### config.mk
export PLATFORM = sky130hd
export DESIGN_NAME = genie_split_buf
export DESIGN_NICKNAME = d
export VERILOG_FILES = /design/src/rtl/genie_split_pkg.sv /design/src/rtl/genie_fifo_mem.sv /design/src/rtl/genie_split_buf.sv
export SDC_FILE = /design/constraint.sdc
export NUM_CORES = 1
export LEC_CHECK = 0
export ABC_CLOCK_PERIOD_IN_PS = 3600
export CELL_PAD_IN_SITES_DETAIL_PLACEMENT = 0
export CELL_PAD_IN_SITES_GLOBAL_PLACEMENT = 1
export CORE_MARGIN = 2
export CORE_UTILIZATION = 35
export CTS_CLUSTER_DIAMETER = 50
export DETAILED_ROUTE_END_ITERATION = 10
export PLACE_DENSITY_LB_ADDON = 0.1
export SYNTH_ARGS = -nofsm -noshare
export SYNTH_HDL_FRONTEND = slang
export SYNTH_SLANG_ARGS = --single-unit
### constraint.sdc
create_clock -name clk -period 3.6 [get_ports clk]
set_clock_uncertainty 0.2 [all_clocks]
set_input_delay 0.36 -clock clk [delete_from_list [all_inputs] [get_ports clk]]
set_output_delay 0.36 -clock clk [all_outputs]
set_load 0.02 [all_outputs]
### src/rtl/genie_split_pkg.sv
// Shared helpers for the GENIE multicast splitter.
// Latency: n/a (elaboration-time constants only).
// Backpressure: n/a.
package genie_split_pkg;

    // Pointer width for a DEPTH-entry store; never narrower than one bit.
    function automatic int clog2_min1(input int n);
        int w;
        w = $clog2(n);
        if (w < 1) begin
            w = 1;
        end
        return w;
    endfunction

endpackage

### src/rtl/genie_fifo_mem.sv
// Storage array for the splitter FIFO: registered write, asynchronous read.
// Latency: write visible on the read port the cycle after the write edge.
// Backpressure: none; the owner decides when to write.
module genie_fifo_mem
    import genie_split_pkg::*;
#(
    parameter int DEPTH = 2,
    parameter int EW    = 34,
    parameter int AW    = clog2_min1(DEPTH)
) (
    input  logic          clk,
    input  logic          we,
    input  logic [AW-1:0] waddr,
    input  logic [EW-1:0] wdata,
    input  logic [AW-1:0] raddr,
    output logic [EW-1:0] rdata
);

    logic [EW-1:0] mem [DEPTH];

    // Contents are deliberately not reset; only the owner's pointers are.
    always_ff @(posedge clk) begin
        if (we) begin
            mem[waddr] <= wdata;
        end
    end

    assign rdata = mem[raddr];

endmodule

### src/rtl/genie_split_buf.sv
// Buffered multicast splitter: FIFO of {data, mask}, head word lazily forked to N outputs.
// Latency: 1 cycle from accepted push to outputs; no fall-through.
// Backpressure: o_ready = !full from flops only; no path from any i_ready to o_ready.
module genie_split_buf
    import genie_split_pkg::*;
#(
    parameter int N     = 2,
    parameter int WIDTH = 32,
    parameter int DEPTH = 2
) (
    input  logic                       clk,
    input  logic                       reset,
    input  logic [WIDTH-1:0]           i_data,
    input  logic                       i_valid,
    input  logic [N-1:0]               i_mask,
    output logic                       o_ready,
    output logic [WIDTH-1:0]           o_data,
    output logic [N-1:0]               o_valid,
    input  logic [N-1:0]               i_ready,
    output logic [$clog2(DEPTH+1)-1:0] o_level
);

    localparam int EW = WIDTH + N;
    localparam int PW = clog2_min1(DEPTH);
    localparam int LW = $clog2(DEPTH + 1);

    generate
        if (DEPTH < 2 || (DEPTH & (DEPTH - 1)) != 0) begin : g_bad_depth
            $error("genie_split_buf: DEPTH must be a power of two and at least 2");
        end
        if (N < 1 || WIDTH < 1) begin : g_bad_size
            $error("genie_split_buf: N and WIDTH must be at least 1");
        end
    endgenerate

    logic [PW-1:0]    wr_ptr;
    logic [PW-1:0]    rd_ptr;
    logic [LW-1:0]    level;
    logic [N-1:0]     done;

    logic [EW-1:0]    head;
    logic [N-1:0]     head_mask;
    logic [WIDTH-1:0] head_data;
    logic [N-1:0]     pend;
    logic             non_empty;
    logic             full;
    logic             push;
    logic             pop;

    genie_fifo_mem #(
        .DEPTH (DEPTH),
        .EW    (EW),
        .AW    (PW)
    ) u_mem (
        .clk   (clk),
        .we    (push),
        .waddr (wr_ptr),
        .wdata ({i_data, i_mask}),
        .raddr (rd_ptr),
        .rdata (head)
    );

    assign head_mask = head[N-1:0];
    assign head_data = head[N +: WIDTH];

    assign non_empty = (level != '0);
    assign full      = (level == LW'(DEPTH));
    assign o_ready   = !full;
    assign push      = i_valid & o_ready;

    // Fork/pop decision: an output is pending until it has taken the head word;
    // the head retires once every pending output is either done or taking it now.
    always_comb begin
        pend    = head_mask & ~done;
        o_valid = non_empty ? pend : '0;
        pop     = non_empty & (&(~pend | i_ready));
    end

    assign o_data  = head_data;
    assign o_level = level;

    // Pointer and occupancy tracking; simultaneous push and pop leave level unchanged.
    always_ff @(posedge clk or posedge reset) begin
        if (reset) begin
            wr_ptr <= '0;
            rd_ptr <= '0;
            level  <= '0;
        end else begin
            if (push) begin
                wr_ptr <= wr_ptr + 1'b1;
            end
            if (pop) begin
                rd_ptr <= rd_ptr + 1'b1;
            end
            case ({push, pop})
                2'b10:   level <= level + 1'b1;
                2'b01:   level <= level - 1'b1;
                default: level <= level;
            endcase
        end
    end

    // Remember which outputs already took the current head so none sees it twice.
    always_ff @(posedge clk or posedge reset) begin
        if (reset) begin
            done <= '0;
        end else if (pop) begin
            done <= '0;
        end else begin
            done <= done | (o_valid & i_ready);
        end
    end

endmodule

==> flow_summary.json, run 1 <==
{
  "status": "finished clean",
  "stdcell_count": 329,
  "internal_power_mw": 2.28,
  "netlist_top_cells_count": "edfxtp_1 (68), mux2_2 (32), nor2_1 (9), dfrtp_1 (6)",
  "p_comb_frac": 0.397,
  "synth_edf_count": 68,
  "hold_buffers": 0,
  "rrSetupSlack_ns": 1.39,
  "finalSetupViolCount": 0,
  "detail_route.wl_per_cell_um": 15.4,
  "syn_to_final_growth_pct": 39.8,
  "dp_hpwl_mm": 3.34,
  "hold_viol": 0,
  "hold_path.class": "in2async",
  "clockBufferDepth": 2,
  "synthFlopType": "edfxtp_1",
  "async_flop_share": 0.0811,
  "syn_nets": 179,
  "cpLargestDelayFamily": "buffers and inverters",
  "dr.pass1.iters": 4,
  "grt_setup_unrepaired": "false",
  "crit_required_ns": 3.04,
  "port_buffers": 75,
  "n_antenna_cell": 0,
  "critPathCaptureType": "output pin",
  "seq_area_frac_synth": 0.788,
  "rr_worst_depth": 6,
  "drtIter0Drc": 45,
  "cp_max_fo": 20,
  "synth_area_leader_cell": "edfxtp_1",
  "postSynthAreaPerCell_um2": 20.0,
  "maxCapViolCount": 0,
  "nFillCells": 649,
  "reg2reg_to": "o_level[1]",
  "route.vias.total": 1495,
  "drive_above_1_share": 0.238,
  "synth.most_common_cell": "edfxtp_1",
  "p_switching_mw": 1.02,
  "yosysWarningCount": 0,
  "power_density_nw_per_um2": 847,
  "drv_slew": 0,
  "place_inst": 314,
  "synthCells": 139,
  "nets": 263,
  "start_kind": "flip-flop",
  "core_um2": 7730,
  "worst_ir_drop_vdd_v": 0.000331,
  "clkPwrFrac": 0.223,
  "synth_area_leaders": "edfxtp_1 (73%), mux2_2 (13%), dfrtp_1 (5.4%)",
  "start_util": 0.360,
  "yosysUniqueCellTypes": 18,
  "ctsResizeCount": 0,
  "grt_pass1_vias": 1596,
  "slowest_delay_ns": 0.53,
  "grt_pass1_wl_mm": 7.94,
  "syn-cell-area_um2": 2780,
  "finalSetupTns_ns": 0,
  "die_y_um": 93.1,
  "ios": 76,
  "die_x_um": 93.1,
  "antenna_found_initial": 0,
  "swShare": 0.309,
  "gp_congestion": 0.695,
  "groute.usage.overall": 0.124,
  "grt_overflow": 0,
  "drc": 0,
  "crit_buf_inv": 2,
  "cts_sinks": 74,
  "insertion_delay_ns": 0.33,
  "final_util": 0.503,
  "fmax_ghz": 0.393,
  "worst_slew_pin_slew_ns": 0.998,
  "viasPerCell": 4.54,
  "r2r-start": "rd_ptr",
  "cts_inserted_buffers": 9,
  "cts_root_buf": "clkbuf_8",
  "post_cts_buffers": 0,
  "ant_nets": 0,
  "grt_max_degree": 35,
  "cp.arrival_ns": 1.98,
  "pwr-share-seq": 0.380,
  "post-route-min-period_ns": 2.54,
  "slew_headroom": 0.333,
  "drt-total-wl_mm": 5.06,
  "ys_ff_latch": 74,
  "die_area_um2": 8680,
  "period_share": 0.706,
  "num_rows": 32,
  "leakagePower_nw": 1.34,
  "htreeDepth": 3,
  "crit_type": "reg2out",
  "path_clk_slew_ns": 0.07,
  "critical_path.cell_chain": "buf_4, mux2_4, nand2_1, nor2_1, clkdlybuf4s50_1",
  "cts_tree": "yes",
  "synth_top_area_frac": 0.734,
  "slowest_stage": "clkdlybuf4s50_1"
}
==> power groups by stage <==
stage	Sequential [mW]	Combinational (mW)	Clock, mW
5_1_grt	1.27	1.39	0.795
6_report	1.25	1.31	0.735
4_1_cts	1.26	1.33	0.759
2_1_floorplan	1.27	0.780	0
3_5_place_dp	1.27	1.32	0
3_3_place_gp	1.26	1.30	0
==> layout make-up <==
type	count	area, µm²	area share
Multi-Input combinational cell	60	568	0.146
Sequential cell	74	2190	0.564
Tap cell	102	128	0.0328
Inverter	1	3.75	0.000966
Timing Repair Buffer	77	766	0.197
Clock inverter	6	106	0.0274
Clock buffer	9	124	0.0319
==> sequential cells by signal, indices dropped and copies added (netlist names) <==
signal,flops
done,2
o_level,2
rd_ptr,1
u_mem.mem,68
wr_ptr,1
==> per-stage QoR <==
stage | instance area [µm²] | total power, mW | setup slack (ns) | hold slack (ns)
finish | 3890 | 3.29 | 1.06 | 0.0444
global route | 3890 | 3.46 | 0.967 | 0.0594
CTS | 3890 | 3.35 | 1.02 | 0.0347
detailed placement | 3660 | 2.60 | 1.20 | 0.332
global placement | 3660 | 2.56 | 1.25 | 0.301
floorplan | 2780 | 2.05 | 0.563 | -0.0490
==> kinds of logic (layout without fill, tap and decap cells) <==
family	after synthesis	in the layout	share of synthesized area
adder cells (fa/ha/maj)	1	1	0.00450
flip-flops	74	74	0.788
XOR/XNOR	5	5	0.0157
AO/OA/AOI/OAI	5	5	0.0175
buffers and inverters	5	93	0.0108
AND/OR/NAND/NOR	15	15	0.0229
multiplexers	34	34	0.140
==> worst max path at each step <==
stage                             to        from  depth (start not counted)  slack, ns
global route              o_valid[1]      rd_ptr                          5       0.97
floorplan            u_mem.mem[0][0]  o_level[0]                          3       0.56
detailed placement  u_mem.mem[0][24]     i_valid                          3       1.20
global placement    u_mem.mem[0][24]     i_valid                          3       1.25
finish                    o_valid[0]      rd_ptr                          5       1.06
CTS                       o_valid[0]      rd_ptr                          5       1.02
==> layer usage <==
| metal | GRT usage | share of wire | vias up | wire, µm |
|---|---|---|---|---|
| met4 | 0.0662 | 0.021 | 0 | 108 |
| met3 | 0.0379 | 0.046 | 9 | 235 |
| met2 | 0.213 | 0.53 | 44 | 2680 |
| met5 | 0 | 0 | - | 0 |
| met1 | 0.137 | 0.40 | 745 | 2040 |
| li1 | - | - | 697 | - |
==> cell usage in the layout, fill, tap and decap left out, drive strengths merged, types with 3 or more instances in the layout <==
cell type      Yosys  routed
clkdlybuf4s50      0      75
edfxtp            68      68
mux2              34      34
clkbuf             0       9
nor2               9       9
dfrtp              6       6
nand2              3       3
xnor2              3       3
bufinv             0       3
Power figures use the tool's default switching activity.
==> inputs of run 2 (changes only) <==
--- a/config.mk
+++ b/config.mk
@@ -5,7 +5,7 @@
 export SDC_FILE = /design/constraint.sdc
 export NUM_CORES = 1
 export LEC_CHECK = 0
-export ABC_CLOCK_PERIOD_IN_PS = 3600
+export ABC_CLOCK_PERIOD_IN_PS = 2300
 export CELL_PAD_IN_SITES_DETAIL_PLACEMENT = 0
 export CELL_PAD_IN_SITES_GLOBAL_PLACEMENT = 1
 export CORE_MARGIN = 2
==> constraint.sdc (replaced) <==
create_clock -name clk -period 2.3 [get_ports clk]
set_clock_uncertainty 0.2 [all_clocks]
set_input_delay 0.23 -clock clk [delete_from_list [all_inputs] [get_ports clk]]
set_output_delay 0.23 -clock clk [all_outputs]
set_load 0.02 [all_outputs]
==> flow_summary.json, run 2 (synthesis results as in run 1) <==
{
  "cts_tree": "yes",
  "viasPerCell": 4.53,
  "ant_nets": 0,
  "critPathCaptureType": "output pin",
  "detail_route.wl_per_cell_um": 15.1,
  "htreeDepth": 3,
  "start_kind": "flip-flop",
  "drc": 0,
  "hold_path.class": "in2reg",
  "ios": 76,
  "start_util": 0.360,
  "place_inst": 316,
  "top_register": "u_mem.mem",
  "port_buffers": 75,
  "num_rows": 32,
  "leakagePower_nw": 1.40,
  "layout_commonest_cell": "edfxtp_1",
  "die_x_um": 93.1,
  "crit_type": "reg2out",
  "n_antenna_cell": 0,
  "grt_setup_unrepaired": "false",
  "path_clk_slew_ns": 0.08,
  "groute.usage.overall": 0.123,
  "grt_pass1_vias": 1619,
  "cp_max_fo": 4,
  "worstHoldPathCells": 1,
  "status": "finished clean",
  "cts_sinks": 74,
  "clkPwrFrac": 0.216,
  "die_area_um2": 8680,
  "finalSetupTns_ns": 0,
  "grt_max_degree": 35,
  "stdcell_count": 333,
  "nets": 266,
  "largest_reg_flops": 68,
  "cts_root_buf": "clkbuf_8",
  "route.vias.total": 1508,
  "regArea_um2": 2190,
  "maxCapViolCount": 0,
  "power_density_nw_per_um2": 1270,
  "antenna_found_initial": 0,
  "die_y_um": 93.1,
  "worst_ir_drop_vdd_v": 0.000461,
  "core_um2": 7730,
  "multi_input_area_um2": 568,
  "post_cts_buffers": 0,
  "pwr-share-seq": 0.398,
  "grt_pass1_wl_mm": 7.86,
  "fmax_ghz": 0.454,
  "dr.pass1.iters": 4,
  "insertion_delay_ns": 0.33,
  "slew_headroom": 0.798,
  "rr_worst_depth": 5,
  "p_comb_frac": 0.386,
  "hold_viol": 0,
  "nFillCells": 671,
  "post-route-min-period_ns": 2.20,
  "most-common-layout-cells": "edfxtp_1 (68), clkdlybuf4s50_1 (43), mux2_2 (32), dlygate4sd2_1 (32), clkbuf_8 (9)",
  "dp_hpwl_mm": 3.42,
  "syn_to_final_growth_pct": 40.1,
  "worst_slew_pin_slew_ns": 0.302,
  "drv_slew": 0,
  "swShare": 0.324,
  "crit_required_ns": 1.87,
  "clockBufferDepth": 2,
  "drtIter0Drc": 44,
  "fin_total_pwr_mw": 4.95,
  "cp.arrival_ns": 1.77,
  "finalSetupViolCount": 0,
  "period_share": 0.959,
  "p_switching_mw": 1.60,
  "drt-total-wl_mm": 5.03,
  "drive_above_1_share": 0.251,
  "internal_power_mw": 3.34,
  "grt_overflow": 0,
  "cts_inserted_buffers": 9,
  "gp_congestion": 0.730
}
==> run 2: worst paths after layout <==
path / slack [ns] / to / from
max: 0.1 / o_valid[1] / rd_ptr
min: 0.27 / u_mem.mem[0][30] / i_data[28]
max reg2reg: 0.33 / o_level[1] / rd_ptr
min reg2reg: 0.33 / done[1] / done[1]
max in group asynchronous: 1.21 / rd_ptr / reset
min in group asynchronous: 0.48 / rd_ptr / reset
==> run 2: area by class of cell <==
class,count,share of cell area
clock inverters,7,0.0238
repair buffers,80,0.202
inverters,1,0.000963
multi-input cells,60,0.146
well taps,102,0.0328
clock buffers,9,0.0318
flip-flops and latches,74,0.563
==> run 2: what timing repair did <==
| item | CTS | global route |
|---|---|---|
| endpoints found under the setup margin | 32 | 0 |
| endpoints found under the hold margin | 6 | 0 |
| hold buffers | 1 | 0 |
| resized for setup | 36 | 0 |
==> run 2: worst max-delay path: stages, from the launching register on <==
cell	delay, ns
dfrtp_2	0.45
mux2_4	0.25
nand2_1	0.06
nor2_1	0.07
clkdlybuf4s50_1	0.61
==> run 2: through the flow <==
stage               hold slack, ns  worst slack (ns)  utilization  cell area [µm²]
global placement             0.273             0.257        0.478             3700
floorplan                   -0.179             0.178            -             2790
finish                       0.271            0.0951        0.504             3900
detailed placement           0.292             0.236        0.478             3700
global route                 0.259            0.0239        0.504             3900
CTS                          0.245            0.0602        0.504             3900
==> run 2: power by group through the flow <==
| stage | combinational [mW] | sequential (mW) | clock (mW) |
|---|---|---|---|
| global placement | 2.08 | 1.98 | 0 |
| CTS | 1.95 | 1.98 | 1.11 |
| floorplan | 1.23 | 1.98 | 0 |
| finish | 1.91 | 1.97 | 1.07 |
| detailed placement | 2.10 | 2.00 | 0 |
| global route | 2.04 | 2.01 | 1.16 |
==> run 2: routing by layer <==
layer  up-vias  routed length, µm  track usage
li1        712                  -            -
met1       744               2000        0.134
met2        45               2650        0.215
met3         7                302       0.0483
met4         0                 82       0.0515
met5         -                  0            0
==> inputs of run 3 (changes only) <==
--- a/config.mk
+++ b/config.mk
@@ -5,12 +5,12 @@
 export SDC_FILE = /design/constraint.sdc
 export NUM_CORES = 1
 export LEC_CHECK = 0
-export ABC_CLOCK_PERIOD_IN_PS = 2300
+export ABC_CLOCK_PERIOD_IN_PS = 2200
 export CELL_PAD_IN_SITES_DETAIL_PLACEMENT = 0
 export CELL_PAD_IN_SITES_GLOBAL_PLACEMENT = 1
 export CORE_MARGIN = 2
 export CORE_UTILIZATION = 35
-export CTS_CLUSTER_DIAMETER = 50
+export CTS_CLUSTER_DIAMETER = 120
 export DETAILED_ROUTE_END_ITERATION = 10
 export PLACE_DENSITY_LB_ADDON = 0.1
 export SYNTH_ARGS = -nofsm -noshare
==> constraint.sdc (replaced) <==
create_clock -name clk -period 2.2 [get_ports clk]
set_clock_uncertainty 0.2 [all_clocks]
set_input_delay 0.22 -clock clk [delete_from_list [all_inputs] [get_ports clk]]
set_output_delay 0.22 -clock clk [all_outputs]
set_load 0.02 [all_outputs]
==> flow_summary.json, run 3 (synthesis results as in run 1) <==
{
  "top_register": "u_mem.mem",
  "die_y_um": 93.1,
  "nets": 266,
  "die_area_um2": 8680,
  "viasPerCell": 4.53,
  "insertion_delay_ns": 0.33,
  "crit_type": "reg2out",
  "hold_viol": 0,
  "port_buffers": 75,
  "status": "finished clean",
  "groute.usage.overall": 0.123,
  "clockBufferDepth": 2,
  "hold_path.class": "in2reg",
  "maxCapViolCount": 0,
  "worst_slew_pin_slew_ns": 0.302,
  "ant_nets": 0,
  "drive_above_1_share": 0.251,
  "multi_input_area_um2": 568,
  "finalSetupTns_ns": 0,
  "drtIter0Drc": 44,
  "drc": 0,
  "cts_sinks": 74,
  "cts_inserted_buffers": 9,
  "power_density_nw_per_um2": 1320,
  "core_um2": 7730,
  "detail_route.wl_per_cell_um": 15.1,
  "start_util": 0.360,
  "drv_slew": 0,
  "regArea_um2": 2190,
  "die_x_um": 93.1,
  "cts_tree": "yes",
  "grt_pass1_vias": 1619,
  "layout_commonest_cell": "edfxtp_1",
  "cts_root_buf": "clkbuf_8",
  "gp_congestion": 0.730,
  "grt_setup_unrepaired": "false",
  "grt_pass1_wl_mm": 7.86,
  "n_antenna_cell": 0,
  "most-common-layout-cells": "edfxtp_1 (68), clkdlybuf4s50_1 (41), dlygate4sd2_1 (34)",
  "largest_reg_flops": 68,
  "cp.arrival_ns": 1.67,
  "antenna_found_initial": 0,
  "post-route-min-period_ns": 2.09,
  "ios": 76,
  "grt_max_degree": 35,
  "start_kind": "flip-flop",
  "leakagePower_nw": 1.40,
  "drt-total-wl_mm": 5.03,
  "crit_required_ns": 1.78,
  "grt_overflow": 0,
  "fmax_ghz": 0.479,
  "path_clk_slew_ns": 0.08,
  "num_rows": 32,
  "final_util": 0.504,
  "dr.pass1.iters": 4,
  "slew_headroom": 0.798,
  "htreeDepth": 3,
  "finalSetupViolCount": 0,
  "critPathCaptureType": "output pin",
  "nFillCells": 673,
  "finish.instance_area_um2": 3890,
  "period_share": 0.949,
  "worst_ir_drop_vdd_v": 0.000481,
  "cp_max_fo": 15,
  "syn_to_final_growth_pct": 40.0,
  "place_area_um2": 3700,
  "route.vias.total": 1508,
  "dp_hpwl_mm": 3.42
}
-- run 3: where the power goes --
group	total [mW]	switching [mW]	internal, mW
combinational	1.98	1.07	0.909
sequential	2.06	0.129	1.93
clock	1.12	0.481	0.636
total	5.15	1.68	3.48
-- run 3: final timing paths --
kind	slack (ns)	from	endpoint	cells past startpoint
worst min-delay path	0.26	i_data[28]	u_mem.mem[0][30]	1
max in group asynchronous	1.12	reset	rd_ptr	3
worst max register to register	0.23	rd_ptr	o_level[1]	5
worst max-delay path	0.11	rd_ptr	o_data[5]	3
min in group asynchronous	0.47	reset	rd_ptr	3
worst min register to register	0.33	done[1]	done[1]	2
-- run 3: layout make-up --
type	count	share of cell area
flip-flops and latches	74	0.563
inverters	1	0.000964
well taps	102	0.0328
multi-input cells	60	0.146
repair buffers	80	0.201
clock inverters	7	0.0238
clock buffers	9	0.0318
-- run 3: repair_timing --
item	CTS	global route
gates resized for setup	38	0
setup buffers	0	0
hold buffers	1	0
endpoints found under the hold margin	6	0
setup endpoints to repair	34	0
-- run 3: metal layers --
| metal | vias to the layer above | track usage | part of all wire |
|---|---|---|---|
| li1 | 712 | - | - |
| met1 | 744 | 0.134 | 0.40 |
| met2 | 45 | 0.215 | 0.53 |
| met3 | 7 | 0.0483 | 0.060 |
| met4 | 0 | 0.0515 | 0.016 |
| met5 | - | 0 | 0 |
-- run 3: metrics by stage --
| step | hold slack [ns] | setup WS, ns | std cells | power (mW) |
|---|---|---|---|---|
| 2_1_floorplan | -0.189 | 0.0777 | 139 | 3.36 |
| 3_3_place_gp | 0.263 | 0.167 | 316 | 4.24 |
| 3_5_place_dp | 0.282 | 0.146 | 316 | 4.29 |
| 4_1_cts | 0.235 | 0.0678 | 333 | 5.25 |
| 5_1_grt | 0.249 | 0.0351 | 333 | 5.43 |
| 6_report | 0.261 | 0.112 | 333 | 5.15 |
-- run 3: worst max-delay path, cell delays in order, from the launching register on --
cell and delay, ns:
dfrtp_2 0.43, buf_6 0.21, mux2_2 0.37, dlygate4sd2_1 0.32
